`src/rtl/mem_ctrl_pkg.sv`:
```
// Shared encodings and helpers for the byte-serial RAM initiator.
package mem_ctrl_pkg;

    localparam logic [1:0] SIZE_BYTE = 2'b00;
    localparam logic [1:0] SIZE_HALF = 2'b01;
    localparam logic [1:0] SIZE_WORD = 2'b10;

    typedef enum logic [1:0] {
        IDLE  = 2'd0,
        ISSUE = 2'd1,
        DRAIN = 2'd2,
        RESP  = 2'd3
    } state_t;

    // Encoding 2'b11 is deliberately folded into the word case.
    function automatic logic [2:0] size_to_nbytes(input logic [1:0] size);
        case (size)
            SIZE_BYTE: return 3'd1;
            SIZE_HALF: return 3'd2;
            default:   return 3'd4;
        endcase
    endfunction

endpackage

```
`src/rtl/mem_byte_assembler.sv`:
```
// Collects load bytes into lanes and presents the zero/sign-extended result,
// including the byte being captured this cycle.
module mem_byte_assembler
    import mem_ctrl_pkg::*;
(
    input  logic        clk_in,
    input  logic        rst_in,
    input  logic        clear,
    input  logic        capture,
    input  logic [1:0]  lane,
    input  logic [7:0]  byte_data,
    input  logic [1:0]  size,
    input  logic        sign_ext,
    output logic [31:0] result
);

    logic [31:0] data_reg;
    logic [31:0] merged;

    genvar gi;
    generate
        for (gi = 0; gi < 4; gi++) begin : g_lane
            assign merged[8*gi +: 8] = (capture && lane == 2'(gi)) ? byte_data
                                                                    : data_reg[8*gi +: 8];
        end
    endgenerate

    always_ff @(posedge clk_in) begin
        if (rst_in || clear) begin
            data_reg <= '0;
        end else if (capture) begin
            data_reg <= merged;
        end
    end

    always_comb begin
        result = merged;
        case (size)
            SIZE_BYTE: result = {{24{sign_ext & merged[7]}}, merged[7:0]};
            SIZE_HALF: result = {{16{sign_ext & merged[15]}}, merged[15:0]};
            default:   result = merged;
        endcase
    end

endmodule

```
`src/rtl/mem_ctrl.sv`:
```
// Byte-serial initiator: one 1/2/4-byte access at a time, issued little-endian
// to an 8-bit synchronous RAM, with a one-cycle response pulse.
module mem_ctrl
    import mem_ctrl_pkg::*;
#(
    parameter int ADDR_WIDTH = 17
) (
    input  logic                  clk_in,
    input  logic                  rst_in,
    input  logic                  req_valid_in,
    output logic                  req_ready_out,
    input  logic                  req_we_in,
    input  logic [1:0]            req_size_in,
    input  logic                  req_signed_in,
    input  logic [ADDR_WIDTH-1:0] req_addr_in,
    input  logic [31:0]           req_wdata_in,
    output logic                  resp_valid_out,
    output logic [31:0]           resp_rdata_out,
    output logic                  ram_en_out,
    output logic                  ram_r_nw_out,
    output logic [ADDR_WIDTH-1:0] ram_a_out,
    output logic [7:0]            ram_d_out,
    input  logic [7:0]            ram_d_in
);

    localparam logic [ADDR_WIDTH-1:0] ADDR_ONE = {{(ADDR_WIDTH-1){1'b0}}, 1'b1};

    state_t                state_reg;
    logic [1:0]            k_reg;
    logic [1:0]            last_k_reg;
    logic                  we_reg;
    logic [1:0]            size_reg;
    logic                  signed_reg;
    logic [31:0]           wdata_reg;
    logic                  cap_pending_reg;
    logic [1:0]            cap_lane_reg;
    logic                  resp_valid_reg;
    logic [31:0]           resp_rdata_reg;
    logic                  ram_en_reg;
    logic                  ram_r_nw_reg;
    logic [ADDR_WIDTH-1:0] ram_a_reg;
    logic [7:0]            ram_d_reg;

    logic                  accept;
    logic [1:0]            k_inc;
    logic [31:0]           asm_result;

    assign req_ready_out = (state_reg == IDLE);
    assign accept        = req_valid_in && req_ready_out;
    assign k_inc         = k_reg + 2'd1;

    assign resp_valid_out = resp_valid_reg;
    assign resp_rdata_out = resp_rdata_reg;
    assign ram_en_out     = ram_en_reg;
    assign ram_r_nw_out   = ram_r_nw_reg;
    assign ram_a_out      = ram_a_reg;
    assign ram_d_out      = ram_d_reg;

    // The RAM returns a read byte one cycle after it is addressed, so the
    // capture lane trails the issue counter by one cycle.
    mem_byte_assembler u_asm (
        .clk_in    (clk_in),
        .rst_in    (rst_in),
        .clear     (accept),
        .capture   (cap_pending_reg),
        .lane      (cap_lane_reg),
        .byte_data (ram_d_in),
        .size      (size_reg),
        .sign_ext  (signed_reg),
        .result    (asm_result)
    );

    always_ff @(posedge clk_in) begin
        if (rst_in) begin
            state_reg       <= IDLE;
            k_reg           <= '0;
            last_k_reg      <= '0;
            we_reg          <= 1'b0;
            size_reg        <= SIZE_BYTE;
            signed_reg      <= 1'b0;
            wdata_reg       <= '0;
            cap_pending_reg <= 1'b0;
            cap_lane_reg    <= '0;
            resp_valid_reg  <= 1'b0;
            resp_rdata_reg  <= '0;
            ram_en_reg      <= 1'b0;
            ram_r_nw_reg    <= 1'b1;
            ram_a_reg       <= '0;
            ram_d_reg       <= '0;
        end else begin
            cap_pending_reg <= 1'b0;
            resp_valid_reg  <= 1'b0;
            resp_rdata_reg  <= '0;
            case (state_reg)
                IDLE: begin
                    if (req_valid_in) begin
                        we_reg       <= req_we_in;
                        size_reg     <= req_size_in;
                        signed_reg   <= req_signed_in;
                        wdata_reg    <= req_wdata_in;
                        last_k_reg   <= 2'(size_to_nbytes(req_size_in) - 3'd1);
                        k_reg        <= '0;
                        ram_en_reg   <= 1'b1;
                        ram_r_nw_reg <= ~req_we_in;
                        ram_a_reg    <= req_addr_in;
                        ram_d_reg    <= req_we_in ? req_wdata_in[7:0] : 8'h00;
                        state_reg    <= ISSUE;
                    end
                end
                ISSUE: begin
                    cap_pending_reg <= ~we_reg;
                    cap_lane_reg    <= k_reg;
                    if (k_reg == last_k_reg) begin
                        ram_r_nw_reg <= 1'b1;
                        ram_d_reg    <= 8'h00;
                        if (we_reg) begin
                            ram_en_reg     <= 1'b0;
                            resp_valid_reg <= 1'b1;
                            state_reg      <= RESP;
                        end else begin
                            // Enable stays high: the RAM zeroes its output when disabled.
                            state_reg <= DRAIN;
                        end
                    end else begin
                        k_reg     <= k_inc;
                        ram_a_reg <= ram_a_reg + ADDR_ONE;
                        ram_d_reg <= we_reg ? wdata_reg[{k_inc, 3'b000} +: 8] : 8'h00;
                    end
                end
                DRAIN: begin
                    ram_en_reg     <= 1'b0;
                    resp_valid_reg <= 1'b1;
                    resp_rdata_reg <= asm_result;
                    state_reg      <= RESP;
                end
                default: begin
                    state_reg <= IDLE;
                end
            endcase
        end
    end

endmodule

```
`config.mk`:
```
export PLATFORM = sky130hd
export DESIGN_NAME = mem_ctrl
export DESIGN_NICKNAME = d
export VERILOG_FILES = /design/src/rtl/mem_ctrl_pkg.sv /design/src/rtl/mem_byte_assembler.sv /design/src/rtl/mem_ctrl.sv
export SDC_FILE = /design/constraint.sdc
export NUM_CORES = 1
export LEC_CHECK = 0
export ABC_AREA = 1
export CORE_MARGIN = 4
export CORE_UTILIZATION = 30
export CTS_CLUSTER_SIZE = 30
export DETAILED_ROUTE_END_ITERATION = 6
export PLACE_DENSITY = 0.52
export SLEW_MARGIN = 5
export SYNTH_ARGS = -nofsm -noshare
export SYNTH_HDL_FRONTEND = slang
export SYNTH_SLANG_ARGS = --single-unit
```
`constraint.sdc`:
```
create_clock -name clk_in -period 1.5 [get_ports clk_in]
set_input_delay 0.225 -clock clk_in [delete_from_list [all_inputs] [get_ports clk_in]]
set_output_delay 0.225 -clock clk_in [all_outputs]
set_load 0.01 [all_outputs]
```
==> results of run 1 <==
[critical path: cells and delay by family (launching register included)]
family	cells	cell delay (ps)
flops	1	340
buf+inv	3	310
compound gates	2	300
simple gates	3	280
fa+ha+maj	1	170
[Yosys cell counts (all sizes together)]
master / n
nand3: 62
ha: 6
mux2i: 7
nor2: 180
xnor2: 2
nand3b: 1
buf: 27
or2: 8
o22ai: 11
o21ai: 83
dfxtp: 137
o21a: 16
nand4: 3
nand2: 143
clkbuf: 17
a211oi: 1
a21oi: 41
a31oi: 1
clkinv: 2
inv: 103
nor3: 5
[cell type report]
class / instances / area, um^2
clock buffers: 21 / 470
flip-flops and latches: 137 / 2760
inverters: 105 / 408
clock inverters: 10 / 191
repair buffers: 178 / 1780
fillers: 2038 / 10900
multi-input cells: 570 / 2770
well taps: 265 / 332
[worst max path at each step]
stage / from / endpoint / slack, ps / cells past startpoint
4_1_cts: state_reg[0]$_SDFFE_PP0P_ / req_ready_out / -80 / 3
2_1_floorplan: state_reg[1]$_SDFFE_PP0P_ / ram_a_out[5]$_SDFFE_PP0P_ / 6 / 10
5_1_grt: state_reg[0]$_SDFFE_PP0P_ / ram_a_out[4]$_SDFFE_PP0P_ / -60 / 8
3_3_place_gp: ram_d_in[7] / resp_rdata_out[15]$_SDFF_PP0_ / -110 / 6
6_report: state_reg[1]$_SDFFE_PP0P_ / ram_a_out[16]$_SDFFE_PP0P_ / 20 / 9
3_5_place_dp: rst_in / resp_rdata_out[24]$_SDFF_PP0_ / -180 / 6
[logic make-up (layout without fill, tap and decap cells)]
family,count (synthesis),count (layout)
flops,137,137
mux,7,7
buf+inv,149,314
fa+ha+maj,6,6
xor+xnor,2,2
compound gates,153,153
simple gates,402,402
[power groups by stage]
stage	logic [W]	clock network [W]	registers (W)
CTS	0.00446	0.00478	0.00489
global route	0.00545	0.00493	0.00502
global placement	0.00462	0	0.00496
floorplan	0.00255	0	0.00499
finish	0.00486	0.00466	0.00493
detailed placement	0.00464	0	0.00495
[per-stage QoR]
step	setup WS, ps	hold slack (ps)	instance area (um^2)
floorplan	5.76	379	6040
global placement	-105	440	7830
detailed placement	-176	439	7830
CTS	-75.5	405	8460
global route	-58.8	433	8710
finish	21.6	427	8710
[routing by layer]
layer | part of all wire (%) | vias up | GRT usage, % | wire [um]
li1 | - | 3019 | - | -
met1 | 47 | 2580 | 19.9 | 7990
met2 | 47 | 121 | 24.7 | 7920
met3 | 4.3 | 13 | 3.48 | 726
met4 | 1.2 | 0 | 4.94 | 194
met5 | 0 | - | 0 | 0
[what timing repair did]
action / 4_1_cts / 5_1_grt
setup endpoints to repair: 44 / 140
gates cloned: 0 / 2
resized for setup: 54 / 57
buffers inserted: 0 / 4
pin swaps: 0 / 10
==> flow_summary.ini, run 1 <==
[floorplanning]
die_w_um = 149
dieArea_um2 = 22300
fp.coreArea_um2 = 19600
start_util_pct = 30.7
num_io_pins = 125
die_h_um = 149
row_count = 51

[clock_tree]
clock_latency_ps = 420
cts.sinks = 137
cts_made_buffers = 17
cts_buffer_depth = 2
cts_tree = yes
h-tree-depth = 4
holdBufCountCts = 0
root_buffer = clkbuf_16
clkTransAtPathRegs_ps = 60

[hold_path]
whs_endpoint = wdata_reg[10]$_SDFFE_PP0P_
hold_path_class = in2reg
min_path_cells = 3
worstHoldStart = req_wdata_in[10]

[power_and_ir_drop]
finalPower_w = 0.0145
irDropWorstVdd_mv = 0.787
internal_power_w = 0.00962
switchingPower_w = 0.00483
p_clk_share_pct = 32.3
power_leakage_nw = 4.15
switching_share_pct = 33.4
p_seq_share_pct = 34.1
comb_power_share_pct = 33.6
powerDensity_nw_per_um2 = 1660

[setup_path]
worstReg2RegEnd = ram_a_out[16]$_SDFFE_PP0P_
worstPathArrival_ps = 1830
r2r_slack_ps = 20
crit_type = reg2reg
r2r_start = state_reg[1]$_SDFFE_PP0P_
slowest_delay_ps = 340
required_ps = 1850
crit_chain = inv_4 > ha_4 > inv_4 > o21ai_4 > nand2_4 > clkbuf_16 > nor2_4 > nand2_1 > a21oi_1
crit_top_cell = inv_4
cp_slowest_cell = dfxtp_2
rr_worst_depth = 9
crit_path_start_kind = flop
cp-end-kind = flop
crit_fanout = 6

[logic_synthesis]
synth_mux_area_share_pct = 1.17
synth_area_leaders = dfxtp_1 46%, nor2_1 11%, nand2_1 8.8%
synthAdderAreaFrac_pct = 1.25
yosysSeqAreaShare_pct = 45.7
synth_compound_area_share_pct = 14.0
synth.avg_cell_area_um2 = 7.02
synth_cell_types = 32
ys_ff_latch = 137
netlist_instances = 856
synth_nets = 926
yosys.area.top_type = dfxtp_1
synth-simple-area-share_pct = 27.5
synth-xor-area-share_pct = 0.292
syn_area_um2 = 6010
synth_top_family_by_area = simple AND/OR/NAND/NOR gates
synth.top_cell.area_share_pct = 45.7
yosysWarnings = 0

[grt]
grt_max_degree = 40
grt_pass1_vias = 5414
grt.total_usage_pct = 15.1
grt_overflow = 0
antenna_found_initial = 0
grt_pass1_wl_um = 27000

[sta]
clock-skew-final_ps = 6.81
slew_headroom_pct = 73.3
report.final.slew_viol_count = 0
tns_ps = 0
fmax_ghz = 0.676
final_hold_viol_count = 0
rsz0062_at_grt = true
final.min_clock_period_ps = 1480
setup_viol = 0
worst_pin_slew_ps = 399
fin_crit_sh_pct = 98.6

[run]
cap_violations = 0

[cells_and_area]
stdcell_count = 1286
fin_util_pct = 44.5
final_cell_mix = 168 x nor2_1, 138 x nand2_1, 124 x dfxtp_1, 96 x inv_1, 72 x o21ai_0
drive_above_1_share_pct = 13.3
synthToLayoutAreaGrowth_pct = 45.1
diodes = 0
layout_commonest_cell = nor2_1
nets = 1079

[route]
drtIter0Drc = 326
route.detailed.drc = 0
dr.pass1.iters = 5
vias_per_cell = 4.46
post_drt_wl_per_cell_um = 13.1
drtAntennaViolNets = 0
wl_um = 16800
vias = 5733

[placed_design]
gp_congestion = 0.786
dp_cells = 1249
hpwl_um = 11800
portBuffers = 124

[status]
status = complete, no violations
Power figures use the tool's default switching activity.
==> run 2: changes to the inputs <==
--- a/config.mk
+++ b/config.mk
@@ -10,7 +10,7 @@
 export CORE_UTILIZATION = 30
 export CTS_CLUSTER_SIZE = 30
 export DETAILED_ROUTE_END_ITERATION = 6
-export PLACE_DENSITY = 0.52
+export PLACE_DENSITY = 0.51
 export SLEW_MARGIN = 5
 export SYNTH_ARGS = -nofsm -noshare
 export SYNTH_HDL_FRONTEND = slang
==> constraint.sdc (replaced) <==
create_clock -name clk_in -period 1.41 [get_ports clk_in]
set_input_delay 0.2115 -clock clk_in [delete_from_list [all_inputs] [get_ports clk_in]]
set_output_delay 0.2115 -clock clk_in [all_outputs]
set_load 0.01 [all_outputs]
==> flow_summary.ini, run 2 (synthesized netlist as in run 1, its figures left out) <==
[status]
status = finished with violations
violations = setup timing

[cells_and_area]
layout_commonest_cell = nor2_1
final_cell_mix = 166 x nor2_1, 132 x nand2_1, 120 x dfxtp_1, 96 x inv_1, 63 x clkdlybuf4s50_1
synthToLayoutAreaGrowth_pct = 50.4
nets = 1107
diodes = 0
fin_util_pct = 46.1
drive_above_1_share_pct = 19.1

[route]
dr.pass1.iters = 4
wl_um = 17300
drtIter0Drc = 284
post_drt_wl_per_cell_um = 13.1
vias = 5811
vias_per_cell = 4.42
drtAntennaViolNets = 0
route.detailed.drc = 0

[setup_path]
cp_slowest_cell = dfxtp_2
worstPathArrival_ps = 1880
crit_buf_inv = 4
crit_fanout = 5
cp-end-kind = flop
rr_worst_depth = 10
crit_chain = buf_6 > ha_4 > inv_6 > o21ai_4 > nand2_4 > buf_12 > buf_12 > nor2_4 > nand2_1 > a21oi_1
r2r_slack_ps = -120
worstReg2RegEnd = ram_a_out[12]$_SDFFE_PP0P_
crit_top_cell = buf_12
slowest_delay_ps = 360
r2r_start = state_reg[0]$_SDFFE_PP0P_
crit_path_start_kind = flop
crit_type = reg2reg
cp_top_family = buffers and inverters
required_ps = 1770

[clock_tree]
clock_latency_ps = 420
cts_made_buffers = 17
cts_tree = yes
cts.sinks = 137
holdBufCountCts = 0
clkTransAtPathRegs_ps = 60
h-tree-depth = 4
cts_buffer_depth = 2
root_buffer = clkbuf_16

[sta]
holdWs_ps = 393
setup_viol = 15
fmax_ghz = 0.655
fin_crit_sh_pct = 108
report.final.slew_viol_count = 0
finalWorstSetupSlack_ps = -117
final_hold_viol_count = 0
slew_headroom_pct = 74.8
worst_pin_slew_ps = 376
rsz0062_at_grt = true
final.min_clock_period_ps = 1530
clock-skew-final_ps = 12.7
tns_ps = -1040

[floorplanning]
die_w_um = 149
fp.coreArea_um2 = 19600
start_util_pct = 30.7
num_io_pins = 125
dieArea_um2 = 22300
die_h_um = 149
row_count = 51

[grt]
grt.total_usage_pct = 15.7
antenna_found_initial = 0
grt_overflow = 0
grt_pass1_wl_um = 27700
grt_max_degree = 50
grt_pass1_vias = 5402

[placed_design]
hpwl_um = 11800
preCtsSetupSlack_ps = -251
gp_congestion = 0.788
portBuffers = 124

[power_and_ir_drop]
powerDensity_nw_per_um2 = 1740
power_leakage_nw = 4.11
finalPower_w = 0.0157
irDropWorstVdd_mv = 0.911

[hold_path]
hold_path_class = in2reg
whs_endpoint = size_reg[1]$_SDFFE_PP0P_
min_path_cells = 3
worstHoldStart = req_size_in[1]

[run]
cap_violations = 0
[run 2: routing by layer]
layer / share of wire (%) / GRT usage (%)
met3: 5.0 / 3.79
met1: 47 / 21.0
met4: 1.1 / 5.03
met5: 0 / 0
met2: 47 / 25.2
[run 2: worst max-delay path by stage]
stage / from / endpoint / cells after the start
floorplan: state_reg[0]$_SDFFE_PP0P_ / ram_a_out[5]$_SDFFE_PP0P_ / 9
global placement: ram_d_in[7] / resp_rdata_out[11]$_SDFF_PP0_ / 6
detailed placement: ram_d_in[7] / resp_rdata_out[15]$_SDFF_PP0_ / 6
CTS: state_reg[0]$_SDFFE_PP0P_ / ram_a_out[10]$_SDFFE_PP0P_ / 10
global route: state_reg[0]$_SDFFE_PP0P_ / ram_a_out[12]$_SDFFE_PP0P_ / 10
finish: state_reg[0]$_SDFFE_PP0P_ / ram_a_out[12]$_SDFFE_PP0P_ / 10
[run 2: final cells by class]
class | count | area (um^2)
Clock buffer | 19 | 443
Clock inverter | 13 | 169
Fill cell | 1996 | 10600
Inverter | 105 | 414
Multi-Input combinational cell | 571 | 2920
Sequential cell | 137 | 2770
Tap cell | 265 | 332
Timing Repair Buffer | 204 | 1980
Timing Repair inverter | 1 | 8.76
[run 2: what timing repair did]
item,in CTS,in global routing
setup endpoints to repair,163,124
gates cloned,4,2
pin swaps,4,21
setup buffers,6,3
gates resized for setup,122,77
[run 2: stage by stage]
step | instances | cell area, um^2
3_3_place_gp | 1272 | 8040
4_1_cts | 1313 | 8880
5_1_grt | 1315 | 9030
6_report | 1315 | 9030
3_5_place_dp | 1272 | 8040
2_1_floorplan | 856 | 6060
[run 2: power by group]
| group | leakage [nW] | internal, W | total [W] | switching (W) |
|---|---|---|---|---|
| combinational | 2.69 | 0.00268 | 0.00587 | 0.00319 |
| clock | 0.292 | 0.00285 | 0.00461 | 0.00177 |
| sequential | 1.12 | 0.00467 | 0.00523 | 0.000559 |
| total | 4.11 | 0.0102 | 0.0157 | 0.00551 |
[run 2: worst reg2reg max path, cell delays in order, from the launching register on]
cell and delay, ps:
dfxtp_2 360, buf_6 110, ha_4 170, inv_6 40, o21ai_4 160, nand2_4 90
buf_12 150, buf_12 140, nor2_4 80, nand2_1 50, a21oi_1 120
